[src/rtl/cal_gen.sv]
// cal_gen -- calibration square-wave generator.
//
// Produces a registered square wave on `cal` whose half-period is (P+1)
// clk_sys cycles. P is the active divider, reloaded from a shadow register
// at start and at every full-period boundary (end of the low phase), so a
// new divider written with cal_load mid-period takes effect cleanly on the
// next period. When cal_load coincides with a reload, the incoming
// cal_para is used directly.
//
// Optional feature macro: CAL_GEN_BURST_EN
//   defined   -> cal_mode=1 runs a burst of cal_burst full periods, then
//                returns to IDLE with a one-cycle cal_done pulse.
//   undefined -> every start is continuous; cal_mode/cal_burst are ignored
//                and cal_done is tied low.
//
// Ports:
//   clk_sys    in   single clock, rising edge
//   rst        in   synchronous active-high reset
//   cal_load   in   strobe: latch cal_para into the shadow divider
//   cal_para   in   [DIV_W] half-period minus one
//   cal_mode   in   0 = continuous, 1 = burst (sampled at start)
//   cal_burst  in   [CNT_W] burst length in full periods (sampled at start)
//   cal_start  in   start strobe (ignored while running)
//   cal_stop   in   abort strobe (wins over cal_start)
//   cal        out  square wave
//   cal_busy   out  high while running
//   cal_done   out  one-cycle pulse at burst completion
module cal_gen #(
    parameter int DIV_W = 6,
    parameter int CNT_W = 8
) (
    input  logic             clk_sys,
    input  logic             rst,
    input  logic             cal_load,
    input  logic [DIV_W-1:0] cal_para,
    input  logic             cal_mode,
    input  logic [CNT_W-1:0] cal_burst,
    input  logic             cal_start,
    input  logic             cal_stop,
    output logic             cal,
    output logic             cal_busy,
    output logic             cal_done
);

    localparam logic [0:0] IDLE = 1'b0;
    localparam logic [0:0] RUN  = 1'b1;

    logic [0:0]       state;
    logic [DIV_W-1:0] shadow;
    logic [DIV_W-1:0] p_div;
    logic [DIV_W-1:0] div_cnt;
    logic [DIV_W-1:0] next_para;
    logic             start_ok;
    logic             at_limit;
    logic             period_end;
    logic             burst_empty;
    logic             burst_last;

    // Reload source: a coincident cal_load bypasses the shadow register.
    assign next_para  = cal_load ? cal_para : shadow;
    assign start_ok   = (state == IDLE) && cal_start && !cal_stop;
    assign at_limit   = (div_cnt == p_div);
    assign period_end = (state == RUN) && at_limit && !cal;

`ifdef CAL_GEN_BURST_EN
    logic [CNT_W-1:0] pcnt;
    logic             burst_run;
    logic             done_r;

    assign cal_done    = done_r;
    // A zero-length burst never enters RUN; it only pulses cal_done.
    assign burst_empty = cal_mode && (cal_burst == '0);
    // The counter would reach zero at this boundary: the burst is over.
    assign burst_last  = burst_run && (pcnt == CNT_W'(1));

    always_ff @(posedge clk_sys) begin
        if (rst) begin
            pcnt      <= '0;
            burst_run <= 1'b0;
            done_r    <= 1'b0;
        end else begin
            done_r <= 1'b0;
            if (start_ok) begin
                if (burst_empty) begin
                    done_r <= 1'b1;
                end else begin
                    burst_run <= cal_mode;
                    pcnt      <= cal_burst;
                end
            end else if ((state == RUN) && cal_stop) begin
                burst_run <= 1'b0;
                pcnt      <= '0;
            end else if (period_end && burst_run) begin
                if (burst_last) begin
                    done_r    <= 1'b1;
                    burst_run <= 1'b0;
                    pcnt      <= '0;
                end else begin
                    pcnt <= pcnt - CNT_W'(1);
                end
            end
        end
    end
`else
    logic unused_burst_inputs;

    assign unused_burst_inputs = cal_mode ^ (^cal_burst);
    assign cal_done            = 1'b0;
    assign burst_empty         = 1'b0;
    assign burst_last          = 1'b0;
`endif

    always_ff @(posedge clk_sys) begin
        if (rst) begin
            state    <= IDLE;
            cal      <= 1'b0;
            cal_busy <= 1'b0;
            shadow   <= '0;
            p_div    <= '0;
            div_cnt  <= '0;
        end else begin
            if (cal_load) begin
                shadow <= cal_para;
            end
            if (state == IDLE) begin
                if (start_ok && !burst_empty) begin
                    state    <= RUN;
                    cal      <= 1'b1;
                    cal_busy <= 1'b1;
                    p_div    <= next_para;
                    div_cnt  <= '0;
                end
            end else begin
                if (cal_stop) begin
                    state    <= IDLE;
                    cal      <= 1'b0;
                    cal_busy <= 1'b0;
                    div_cnt  <= '0;
                end else if (at_limit) begin
                    div_cnt <= '0;
                    if (cal) begin
                        cal <= 1'b0;
                    end else if (burst_last) begin
                        state    <= IDLE;
                        cal_busy <= 1'b0;
                    end else begin
                        // Full-period boundary: start next high phase with
                        // the freshest divider value.
                        cal   <= 1'b1;
                        p_div <= next_para;
                    end
                end else begin
                    div_cnt <= div_cnt + DIV_W'(1);
                end
            end
        end
    end

endmodule
[config.mk]
export PLATFORM = sky130hd
export DESIGN_NAME = cal_gen
export DESIGN_NICKNAME = d
export VERILOG_FILES = /design/src/rtl/cal_gen.sv
export SDC_FILE = /design/constraint.sdc
export NUM_CORES = 1
export LEC_CHECK = 0
export ABC_AREA = 1
export CORE_UTILIZATION = 52
export DETAILED_ROUTE_END_ITERATION = 6
export PLACE_DENSITY = 0.84
export SLEW_MARGIN = 20
export SYNTH_ARGS = -nofsm -noshare
export SYNTH_HDL_FRONTEND = slang
export SYNTH_SLANG_ARGS = --single-unit
[constraint.sdc]
create_clock -name clk_sys -period 3.6 [get_ports clk_sys]
set_input_delay 0.9 -clock clk_sys [delete_from_list [all_inputs] [get_ports clk_sys]]
set_output_delay 0.9 -clock clk_sys [all_outputs]
set_load 0.005 [all_outputs]
# After elaboration in Yosys (flattened, before gate mapping)
# Index checks and enable logic that the tools add are counted.
[op_classes]
bitwise = 1
muxes = 20
n_addsub = 1
n_reduce_logical = 7
eq_ne = 6
[op_table]
columns = ["op", "count"]
rows = [
  ["6-bit two-way mux", 10],
  ["1-bit two-way mux", 10],
  ["6-bit by 1-bit adder with 6-bit output, second input constant", 1],
  ["6-bit == test", 1],
  ["2-bit != test, second input constant", 3],
  ["2-bit AND reduction", 2],
  ["4-bit AND reduction", 1],
  ["3-bit by 2-bit != test with 1-bit output, second input constant", 1],
  ["1-bit logical AND", 2],
  ["2-bit by 1-bit != test with 1-bit output, second input constant", 1],
  ["2-bit nonzero test", 1],
  ["1-bit zero test", 1],
  ["1-bit NOT", 1],
]
[totals]
elab_cells = 41
output_inout_bits = 3
register_bits = 21
in_bits = 20

# Logic depth before layout (Yosys ltp)
# Gate-level depths: netlist of the first run.
[logic_depth]
ltp_word = 5
mapped_depth = 10
mapped_depth_nobuf = 10

# Worst setup path after synthesis of the first run
# Ideal clock, no wire load.
[synth_timing]
path_type = "input to register"
start = "input cal_load"
end = "register p_div[0]"
arrival_ns = 1.641
required_ns = 3.490
stages = 5
slack_ns = 1.849
setup_ns = 0.110
cell_sequence = "clkbuf_1 > mux2i_1 > nand4_1 > nand2_1 > nor2_1"
[synth_via]
elab_chain_len = 5
[synth_lines]
columns = ["element", "line_no", "source"]
rows = [
  ["start: declaration", "34", "input logic cal_load,"],
  ["6-bit two-way mux *", "--", ""],
  ["6-bit two-way mux", "141", "if (cal) begin"],
  ["6-bit two-way mux", "139", "end else if (at_limit) begin"],
  ["6-bit two-way mux", "134", "if (cal_stop) begin"],
  ["6-bit two-way mux *", "125", "if (state == IDLE) begin"],
  ["end signal: assignment", "130", "p_div <= next_para;"],
  ["end signal: assignment", "150", "p_div <= next_para;"],
  ["end: declaration", "50", "logic [DIV_W-1:0] p_div;"],
]
# Mark *: on every way between the ends. The rest lies on a longest branch, timed or not. The select of a mux whose other input is x is not followed.
# A chain may end at the register's enable or synchronous reset.

# Worst setup path after layout of the first run
[layout_timing]
start = "input cal_stop"
end = "register div_cnt[5]"
[layout_via]
elab_chain_len = 3
[layout_lines]
columns = ["element", "line_no", "source"]
rows = [
  ["start: declaration", "39", "input logic cal_stop,"],
  ["1-bit zero test", "61", "assign start_ok = (state == IDLE) && cal_start && !cal_stop;"],
  ["1-bit logical AND", "61", ""],
  ["2-bit nonzero test (no source line)", "--", ""],
  ["end signal: assignment", "153", "div_cnt <= div_cnt + DIV_W'(1);"],
  ["end: declaration", "51", "logic [DIV_W-1:0] div_cnt;"],
]
# Several ways; a longest one is shown, not always the timed one.

==> results.txt, run 1 <==
fraction of power consumed by combinational cells: 0.186
Lkg Pwr: 0.549 nW
number of placement rows: 15
arrival time at the worst endpoint: 2.56 ns
number of vias after detailed routing: 858
Power Dens Cells: 391 nW/um^2
Most common cell on crit path: sky130_fd_sc_hd__nand2_1
Die Height: 45.8 um
type of element launching the critical path: input pin
initial core utilization: 0.566
FF+latch count, synth: 21
starting DRC count in detailed routing: 28
P_sw: 0.128 mW
buffer and inverter count on the worst path: 2
Worst path slowest cell: sky130_fd_sc_hd__clkdlybuf4s50_1
Filler cells: 163
post-route cell area: 1160 sq um
count of final setup violators: 0
crit path capture type: register
Netlist cell types: 21
Worst path max stage delay: 0.44 ns
core area: 1760 sq um
post-detailed-placement cell area: 1130 sq um
number of nets produced by synthesis: 161
CTS tree: done
design internal power: 0.325 mW
mean instance size in the synthesized netlist: 7.13 sq um
vias in the first global route: 754
count of antenna-violating nets left after detailed routing: 0
Total GRT Usage: 0.200
number of buffers inserted by hold repair at cts: 0
maximum achievable frequency: 423 MHz
Final HPWL DP: 1.41 mm
IR drop worst, VDD: 334 uV
run status: finished, final reports clean
global-route wire length before repair: 2.97 mm
clock latency of the later-clocked register in the worst-skew pair: 0.31 ns
count of nets after finishing: 174
Setup Fix Bufs, Post-CTS: 0
Slew headroom: 0.624
worst-margin pin slew: 0.560 ns
Final Hold Fails: 0
first-pass iteration count of the detailed router: 4
Critical Setup Path Class: input pin to register
clock slew at the register clock pins of the worst setup and hold paths: 0.12 ns
number of antenna diodes: 0
Post-route DRC: 0
number of H-tree levels: 1
warning count from the yosys run: 0
DRT Wirelength: 1.78 mm
sequential share of power: 0.561
pin count of the biggest net entering global routing: 13
post-synthesis cell area: 998 sq um
Clock Root Buffer: sky130_fd_sc_hd__clkbuf_4
initial antenna violation count: 0
number of vias per cell after detailed routing: 4.85
Top-Level Pins: 23
crit-path max FO: 12
footprint of the multi-input gates: 475 sq um
cts repair resizes: 0
Longest Clk Path Bufs: 2
RSZ-0062 raised after global routing: false
gate count of the mapped netlist: 140
number of buffers created by CTS: 3
last weighted congestion value of the routability-driven placer: 0.727
proportion of layout cells with a drive suffix above 1: 0.0724
part of the power in the clock network: 0.253
number of max-slew violations in the final report: 0
net switching share of the total power: 0.283
worst-case clock skew: 0.00581 ns
floorplan die area: 2100 sq um
number of standard cells in the layout, taps in and fillers out: 177
aggregate negative setup slack: 0 ns
overall die width: 45.8 um
sequential area share after synthesis: 0.421
Final min period: 2.36 ns
crit-path cells: clkdlybuf4s50_1, inv_1, nand2_1, nand2_1, nand4_1, nor3_1, xor2_1, nor2_1
cell count after placement: 173
fin crit share: 0.656
DR WL/cell: 10.1 um
GRT Residual Overflow: 0
CTS Sinks: 21
total power: 0.453 mW
class of the tightest hold or removal check: register to register
maxcap violations: 0
count of buffers from port buffering: 12
Area growth, synth to finish: 15.9%
CP required: 3.80 ns
Sequential Area: 420 sq um
cell family with the largest share of critical-path delay: simple AND/OR/NAND/NOR gates
-- stage by stage --
stage	utilization	hold WS, ns	setup slack [ns]
2_1_floorplan	-	0.456	1.85
3_3_place_gp	0.640	0.472	0.992
3_5_place_dp	0.640	0.484	0.924
4_1_cts	0.656	0.512	1.26
5_1_grt	0.656	0.544	1.09
6_report	0.656	0.506	1.24
-- Yosys cell counts, drive strengths merged --
cell / count / area share
nand2: 40 / 0.16
nand4: 7 / 0.044
inv: 22 / 0.083
buf: 2 / 0.013
xor2: 4 / 0.035
conb: 1 / 0.0038
a21oi: 4 / 0.020
nor2: 22 / 0.085
nor3: 3 / 0.015
clkbuf: 2 / 0.0075
o21ai: 3 / 0.015
nand3: 2 / 0.028
mux2i: 6 / 0.060
dfxtp: 21 / 0.42
ha: 1 / 0.013
-- sequential cells by signal, summed over array words and instances (netlist names) --
register / count
div_cnt: 6
shadow: 6
p_div: 6
state: 1
cal: 1
cal_busy: 1
-- cell type report --
cell class / count / area share
multi-input cells: 93 / 0.411
repair buffers: 12 / 0.104
inverters: 22 / 0.0714
clock inverters: 1 / 0.00432
well taps: 25 / 0.0270
flip-flops and latches: 21 / 0.363
clock buffers: 3 / 0.0195
-- worst reg2reg max path: stages, from the launching register on --
cell and delay [ns]:
sky130_fd_sc_hd__dfxtp_1 0.36, sky130_fd_sc_hd__inv_1 0.06, sky130_fd_sc_hd__nand2_1 0.35, sky130_fd_sc_hd__nand4_1 0.23
sky130_fd_sc_hd__nor3_1 0.25, sky130_fd_sc_hd__xor2_1 0.18, sky130_fd_sc_hd__nor2_1 0.05
-- logic make-up after synthesis --
group | count (synthesis) | share of synthesized area
other | 1 | 0.00376
buffers and inverters | 26 | 0.103
AND/OR/NAND/NOR | 74 | 0.330
multiplexers | 6 | 0.0602
adder cells (fa/ha/maj) | 1 | 0.0125
XOR/XNOR | 4 | 0.0351
AO/OA/AOI/OAI | 7 | 0.0351
flip-flops | 21 | 0.421
-- power by group through the flow --
stage	Sequential [mW]	Combinational, mW	Clock [mW]
4_1_cts	0.254	0.0843	0.117
6_report	0.254	0.0840	0.115
3_3_place_gp	0.259	0.0806	0
2_1_floorplan	0.258	0.0595	0
3_5_place_dp	0.259	0.0838	0
5_1_grt	0.256	0.0951	0.126
-- layer usage --
metal,track usage,share of wire,wire length (um)
met3,0.0754,0.038,67
met2,0.343,0.52,932
met1,0.222,0.43,766
met4,0.0765,0.0079,14
met5,0,0,0
-- cell usage in the layout (no fill, tap or decap), types with 2 or more instances in the layout --
master / synthesis / routed
sky130_fd_sc_hd__clkbuf_4: 0 / 3
sky130_fd_sc_hd__clkdlybuf4s50_1: 0 / 12
sky130_fd_sc_hd__dfxtp_1: 21 / 21
sky130_fd_sc_hd__nand2_1: 39 / 39
sky130_fd_sc_hd__mux2i_1: 6 / 6
sky130_fd_sc_hd__nor2_1: 21 / 21
sky130_fd_sc_hd__nor3_1: 3 / 3
sky130_fd_sc_hd__a21oi_1: 4 / 4
sky130_fd_sc_hd__nand4_1: 7 / 7
sky130_fd_sc_hd__o21ai_0: 2 / 2
sky130_fd_sc_hd__inv_1: 19 / 19
sky130_fd_sc_hd__xor2_1: 4 / 4
sky130_fd_sc_hd__inv_2: 3 / 3
-- final timing paths --
path | from | to | slack, ns | cells past startpoint
max | cal_stop | div_cnt[5] | 1.24 | 8
min | cal | cal | 0.51 | 2
max reg2reg | state | div_cnt[5] | 2.01 | 6
min reg2reg | cal | cal | 0.51 | 2
Power figures use the tool's default switching activity.
==> inputs of run 2 (changes only) <==
CORE_UTILIZATION = 48   (was 52)
PLACE_DENSITY = 0.78   (was 0.84)
clock period = 2.2 ns   (was 3.6 ns; I/O delays follow)
==> run 2 against run 1 <==
Compared with the run above: the run now ends with DRC left; routed wire length down 0.34%; final cell count grew 2.8%; sequential power increased by 64%; die area grew 8.0%; power rose by 63%; non-clock buffer count rose by 3; sequential share of layout area down 0.73 points; flip-flop and latch count unchanged; clock skew grew 0.00095 ns; utilization decreased by 5.4 points; combinational power up 67%; critical path depth down 7; highest routed layer is now met3.
==> results.txt, run 2 (synthesized netlist as in run 1, its figures left out) <==
run status: finished, violations left
failing checks: DRC
maximum achievable frequency: 571 MHz
number of H-tree levels: 1 (unchanged)
initial core utilization: 0.509 (-0.0570)
min-delay src: cal
number of placement rows: 16 (+1)
first-pass iteration count of the detailed router: 7 (+3)
DRT Wirelength: 1.78 mm (-0.34%)
RSZ-0062 raised after global routing: false
Filler cells: 199 (+22%)
number of max-slew violations in the final report: 0 (unchanged)
Setup Fix Bufs, Post-CTS: 0 (unchanged)
worst-case clock skew: 0.00676 ns (+0.000950 ns)
class of the tightest hold or removal check: register to register
cell family with the largest share of critical-path delay: buffers and inverters
Die Height: 47.6 um (+3.9%)
Worst path slowest cell: sky130_fd_sc_hd__clkdlybuf4s50_1
IR drop worst, VDD: 479 uV (+43%)
minimum setup slack in the final design: 0.447 ns (-0.791 ns)
clock slew at the register clock pins of the worst setup and hold paths: 0.11 ns (about the same)
number of buffers created by CTS: 3 (unchanged)
cell depth of the worst flop-to-flop path: 9 (+3)
GRT Residual Overflow: 0 (unchanged)
Worst path max stage delay: 0.53 ns (+0.09 ns)
CP required: 1.65 ns (-2.15 ns)
arrival time at the worst endpoint: 1.20 ns (-1.36 ns)
number of vias per cell after detailed routing: 4.74 (-2.3%)
clock latency of the later-clocked register in the worst-skew pair: 0.30 ns (about the same)
commonest non-fill, non-tap cell in the layout: sky130_fd_sc_hd__nand2_1
type of element launching the critical path: register
crit path capture type: output pin
maxcap violations: 0 (unchanged)
vias in the first global route: 685 (-9.2%)
proportion of layout cells with a drive suffix above 1: 0.0839 (+0.0115)
cell count along the critical path: 1 (-7)
Critical Setup Path Class: register to output pin
number of antenna diodes: 0 (unchanged)
Clock Root Buffer: sky130_fd_sc_hd__clkbuf_4
Final HPWL DP: 1.39 mm (-1.3%)
initial antenna violation count: 0 (unchanged)
CTS tree: done
crit-path cells: clkdlybuf4s50_1
count of nets after finishing: 177 (+1.7%)
CP Launch Point: cal_busy
Area growth, synth to finish: 18.3%
instance count along the most critical hold path: 2 (unchanged)
crit-path max FO: 3 (-9)
Place WS: 0.196 ns (-0.729 ns)
cts repair resizes: 0 (unchanged)
commonest non-fill, non-tap cells in the layout: sky130_fd_sc_hd__nand2_1 (39), sky130_fd_sc_hd__nor2_1 (21), sky130_fd_sc_hd__dfxtp_1 (21)
floorplan die area: 2270 sq um (+8.0%)
count of antenna-violating nets left after detailed routing: 0 (unchanged)
number of vias after detailed routing: 862 (+0.47%)
CTS Sinks: 21 (unchanged)
fin crit share: 0.797
Final min period: 1.75 ns
count of buffers from port buffering: 12 (unchanged)
startpoint of the worst-slack reg-to-reg timing path: div_cnt[0]
pin count of the biggest net entering global routing: 12 (-1)
last weighted congestion value of the routability-driven placer: 0.759 (+4.3%)
Final Hold Fails: 0 (unchanged)
overall die width: 47.6 um (+3.9%)
aggregate negative setup slack: 0 ns (unchanged)
Largest regs: div_cnt x6, p_div x6, shadow x6
core area: 1960 sq um (+11%)
count of final setup violators: 0 (unchanged)
global-route wire length before repair: 2.73 mm (-7.9%)
starting DRC count in detailed routing: 38 (+36%)
Longest Clk Path Bufs: 2 (unchanged)
Top-Level Pins: 23 (unchanged)
Post-route DRC: 2 (+2)
Power Dens Cells: 625 nW/um^2 (+60%)
Lkg Pwr: 0.560 nW (+2.1%)
number of buffers inserted by hold repair at cts: 0 (unchanged)
buffer and inverter count on the worst path: 1 (-1)
DR WL/cell: 9.76 um (-3.1%)
Total GRT Usage: 0.176 (-0.0240)
-- run 2: cell types whose count changed in the layout (fill, tap and decap cells not counted), sizes merged --
cell and change:
buf +3, clkinv -1, clkbuf +1
-- run 2: path summary, 6_finish.rpt --
kind / slack [ns] / to
max: 0.45 / cal_busy
min: 0.50 / cal
max reg2reg: 0.82 / div_cnt[5]
min reg2reg: 0.50 / cal
-- run 2: metal layers --
metal | up-vias | global-route usage | part of all wire
li1 | 456 | - | -
met2 | 13 | 0.299 | 0.52
met1 | 393 | 0.207 | 0.45
met4 | 0 | 0.0333 | 0
met3 | 0 | 0.0792 | 0.030
met5 | - | 0 | 0
-- run 2: per-stage QoR --
stage	std cells	power (mW)	area (sq um)	hold WS, ns	utilization
after floorplan	140	0.519	998	0.456	-
after global placement	178	0.560	1150	0.472	0.589
after detailed placement	178	0.565	1150	0.482	0.589
after CTS	182	0.746	1180	0.503	0.602
after global routing	182	0.786	1180	0.518	0.602
final	182	0.739	1180	0.499	0.602
-- run 2: final cells by class --
cell class / count / area (sq um) / area share
clock buffer: 4 / 26.3 / 0.0222
inverter: 22 / 82.6 / 0.0699
multi-input combinational: 93 / 475 / 0.403
sequential: 21 / 420 / 0.356
tap: 27 / 33.8 / 0.0286
timing repair buffer: 15 / 143 / 0.121
-- run 2: tightest hold or removal path, stage by stage, from the launching register on --
cell and delay (ns):
sky130_fd_sc_hd__dfxtp_1 0.34, sky130_fd_sc_hd__nand2_1 0.07, sky130_fd_sc_hd__a21oi_1 0.05
-- run 2: where the power goes --
part | internal [mW] | total (mW) | switching, mW
combinational | 0.0643 | 0.140 | 0.0760
sequential | 0.403 | 0.416 | 0.0124
clock | 0.0706 | 0.183 | 0.112
==> inputs of run 3 (changes only) <==
CORE_UTILIZATION = 43   (was 48)
PLACE_DENSITY = 0.74   (was 0.78)
clock period = 1.6 ns   (was 2.2 ns; I/O delays follow)
==> run 3 against run 2 <==
Compared with the run above: first-iteration DRC count decreased by 58%; clock skew decreased by 0.0019 ns; register-to-register slack got worse by 0.56 ns; non-clock buffer count increased by 10; sequential share of layout area decreased by 2.0 points; highest routed layer is now met4; sequential power increased by 38%; utilization decreased by 2.7 points; the flow now finishes without violations; global-route usage decreased by 0.060 points.
==> results.txt, run 3 (synthesized netlist as in run 1, its figures left out) <==
fin crit share: 0.962
core area: 2190 sq um (+12%)
DR WL/cell: 9.56 um (-2.0%)
proportion of layout cells with a drive suffix above 1: 0.152 (+0.0676)
crit-path cells: clkdlybuf4s50_1
Total GRT Usage: 0.175 (-0.000605)
number of vias after detailed routing: 901 (+4.5%)
class of the tightest hold or removal check: register to register
Area growth, synth to finish: 26.2%
run status: finished, final reports clean
count of nets after finishing: 187 (+5.6%)
worst reg2reg setup slack: 0.26 ns (-0.56 ns)
last weighted congestion value of the routability-driven placer: 0.768 (+1.1%)
Critical Setup Path Class: register to output pin
cell family with the largest share of critical-path delay: buffers and inverters
GRT Residual Overflow: 0 (unchanged)
Final Hold Fails: 0 (unchanged)
overall die width: 50.2 um (+5.4%)
number of buffers created by CTS: 3 (unchanged)
count of buffers from port buffering: 12 (unchanged)
number of H-tree levels: 1 (unchanged)
clock latency of the later-clocked register in the worst-skew pair: 0.30 ns (about the same)
number of vias per cell after detailed routing: 4.67 (-1.4%)
count of antenna-violating nets left after detailed routing: 0 (unchanged)
commonest non-fill, non-tap cell in the layout: sky130_fd_sc_hd__nand2_1
cell count after placement: 189 (+6.2%)
DRT Wirelength: 1.85 mm (+3.9%)
Worst path slowest cell: sky130_fd_sc_hd__clkdlybuf4s50_1
Worst path max stage delay: 0.49 ns (-0.04 ns)
cell depth of the worst flop-to-flop path: 9 (unchanged)
clock slew at the register clock pins of the worst setup and hold paths: 0.10 ns (about the same)
arrival time at the worst endpoint: 1.14 ns (-0.06 ns)
instance count along the most critical hold path: 2 (unchanged)
crit path capture type: output pin
Longest Clk Path Bufs: 2 (unchanged)
buffer and inverter count on the worst path: 1 (unchanged)
floorplan die area: 2520 sq um (+11%)
Largest regs: div_cnt x6, p_div x6, shadow x6
CTS tree: done
Final HPWL DP: 1.47 mm (+5.7%)
initial core utilization: 0.456 (-0.0532)
number of buffers inserted by hold repair at cts: 0 (unchanged)
worst-case clock skew: 0.00490 ns (-0.00186 ns)
CTS Sinks: 21 (unchanged)
count of final setup violators: 0 (unchanged)
Clock Root Buffer: sky130_fd_sc_hd__clkbuf_4
Power Dens Cells: 820 nW/um^2 (+31%)
crit-path max FO: 3 (unchanged)
number of placement rows: 17 (+1)
RSZ-0062 raised after global routing: false
Die Height: 50.2 um (+5.4%)
global-route wire length before repair: 3.33 mm (+22%)
initial antenna violation count: 0 (unchanged)
minimum setup slack in the final design: 0.0601 ns (-0.387 ns)
Place WS: -0.146 ns (-0.342 ns)
maximum achievable frequency: 649 MHz
type of element launching the critical path: register
cell count along the critical path: 1 (unchanged)
Lkg Pwr: 0.607 nW (+8.4%)
maxcap violations: 0 (unchanged)
pin count of the biggest net entering global routing: 12 (unchanged)
number of standard cells in the layout, taps in and fillers out: 193 (+6.0%)
number of max-slew violations in the final report: 0 (unchanged)
starting DRC count in detailed routing: 16 (-58%)
commonest non-fill, non-tap cells in the layout: sky130_fd_sc_hd__nand2_1 (39), sky130_fd_sc_hd__nor2_1 (21), sky130_fd_sc_hd__inv_1 (19), sky130_fd_sc_hd__dfxtp_1 (19), sky130_fd_sc_hd__buf_4 (13)
first-pass iteration count of the detailed router: 6 (-1)
vias in the first global route: 806 (+18%)
aggregate negative setup slack: 0 ns (unchanged)
CP required: 1.20 ns (-0.45 ns)
number of antenna diodes: 0 (unchanged)
IR drop worst, VDD: 564 uV (+18%)
Top-Level Pins: 23 (unchanged)
Post-route DRC: 0 (-2)
Final min period: 1.54 ns
## run 3: changes by cell type in the layout (fill, tap and decap cells not counted)
cell                      before  now
sky130_fd_sc_hd__buf_4         3   13
sky130_fd_sc_hd__dfxtp_1      21   19
sky130_fd_sc_hd__dfxtp_2       0    2
## run 3: cell type report
class / instances / area (sq um)
fill: 219 / 931
multi-input combinational: 93 / 475
sequential: 21 / 423
timing repair buffer: 25 / 218
inverter: 22 / 82.6
tap: 28 / 35.0
clock buffer: 4 / 26.3
## run 3: path summary, 6_finish.rpt
check,start,to
setup / recovery,cal_busy,cal_busy
hold / removal,cal,cal
setup reg to reg,div_cnt[0],div_cnt[5]
hold reg to reg,cal,cal
## run 3: routing by layer
layer	part of all wire	vias to the layer above	track usage
met3	0.037	2	0.0636
met5	0	-	0
met1	0.48	404	0.203
met4	0.0070	0	0.0429
met2	0.47	15	0.302
li1	-	480	-
## run 3: what timing repair did
item / 4_1_cts / 5_1_grt
resized for setup: 0 / 2
setup buffers: 0 / 0
endpoints found under the setup margin: 0 / 2
## run 3: report_power, final
part	switching, mW	total [mW]	leakage [nW]	internal (mW)
registers	0.0167	0.572	0.173	0.555
clock network	0.153	0.250	0.0150	0.0973
logic	0.109	0.211	0.419	0.102
total	0.278	1.03	0.607	0.755
## run 3: per-stage QoR
| stage | util | cell area [sq um] | hold WS [ns] | power, mW |
|---|---|---|---|---|
| floorplan | - | 998 | 0.456 | 0.714 |
| detailed placement | 0.562 | 1230 | 0.474 | 0.795 |
| finish | 0.575 | 1260 | 0.477 | 1.03 |
| global route | 0.575 | 1260 | 0.503 | 1.09 |
| CTS | 0.574 | 1260 | 0.489 | 1.04 |
| global placement | 0.562 | 1230 | 0.471 | 0.787 |
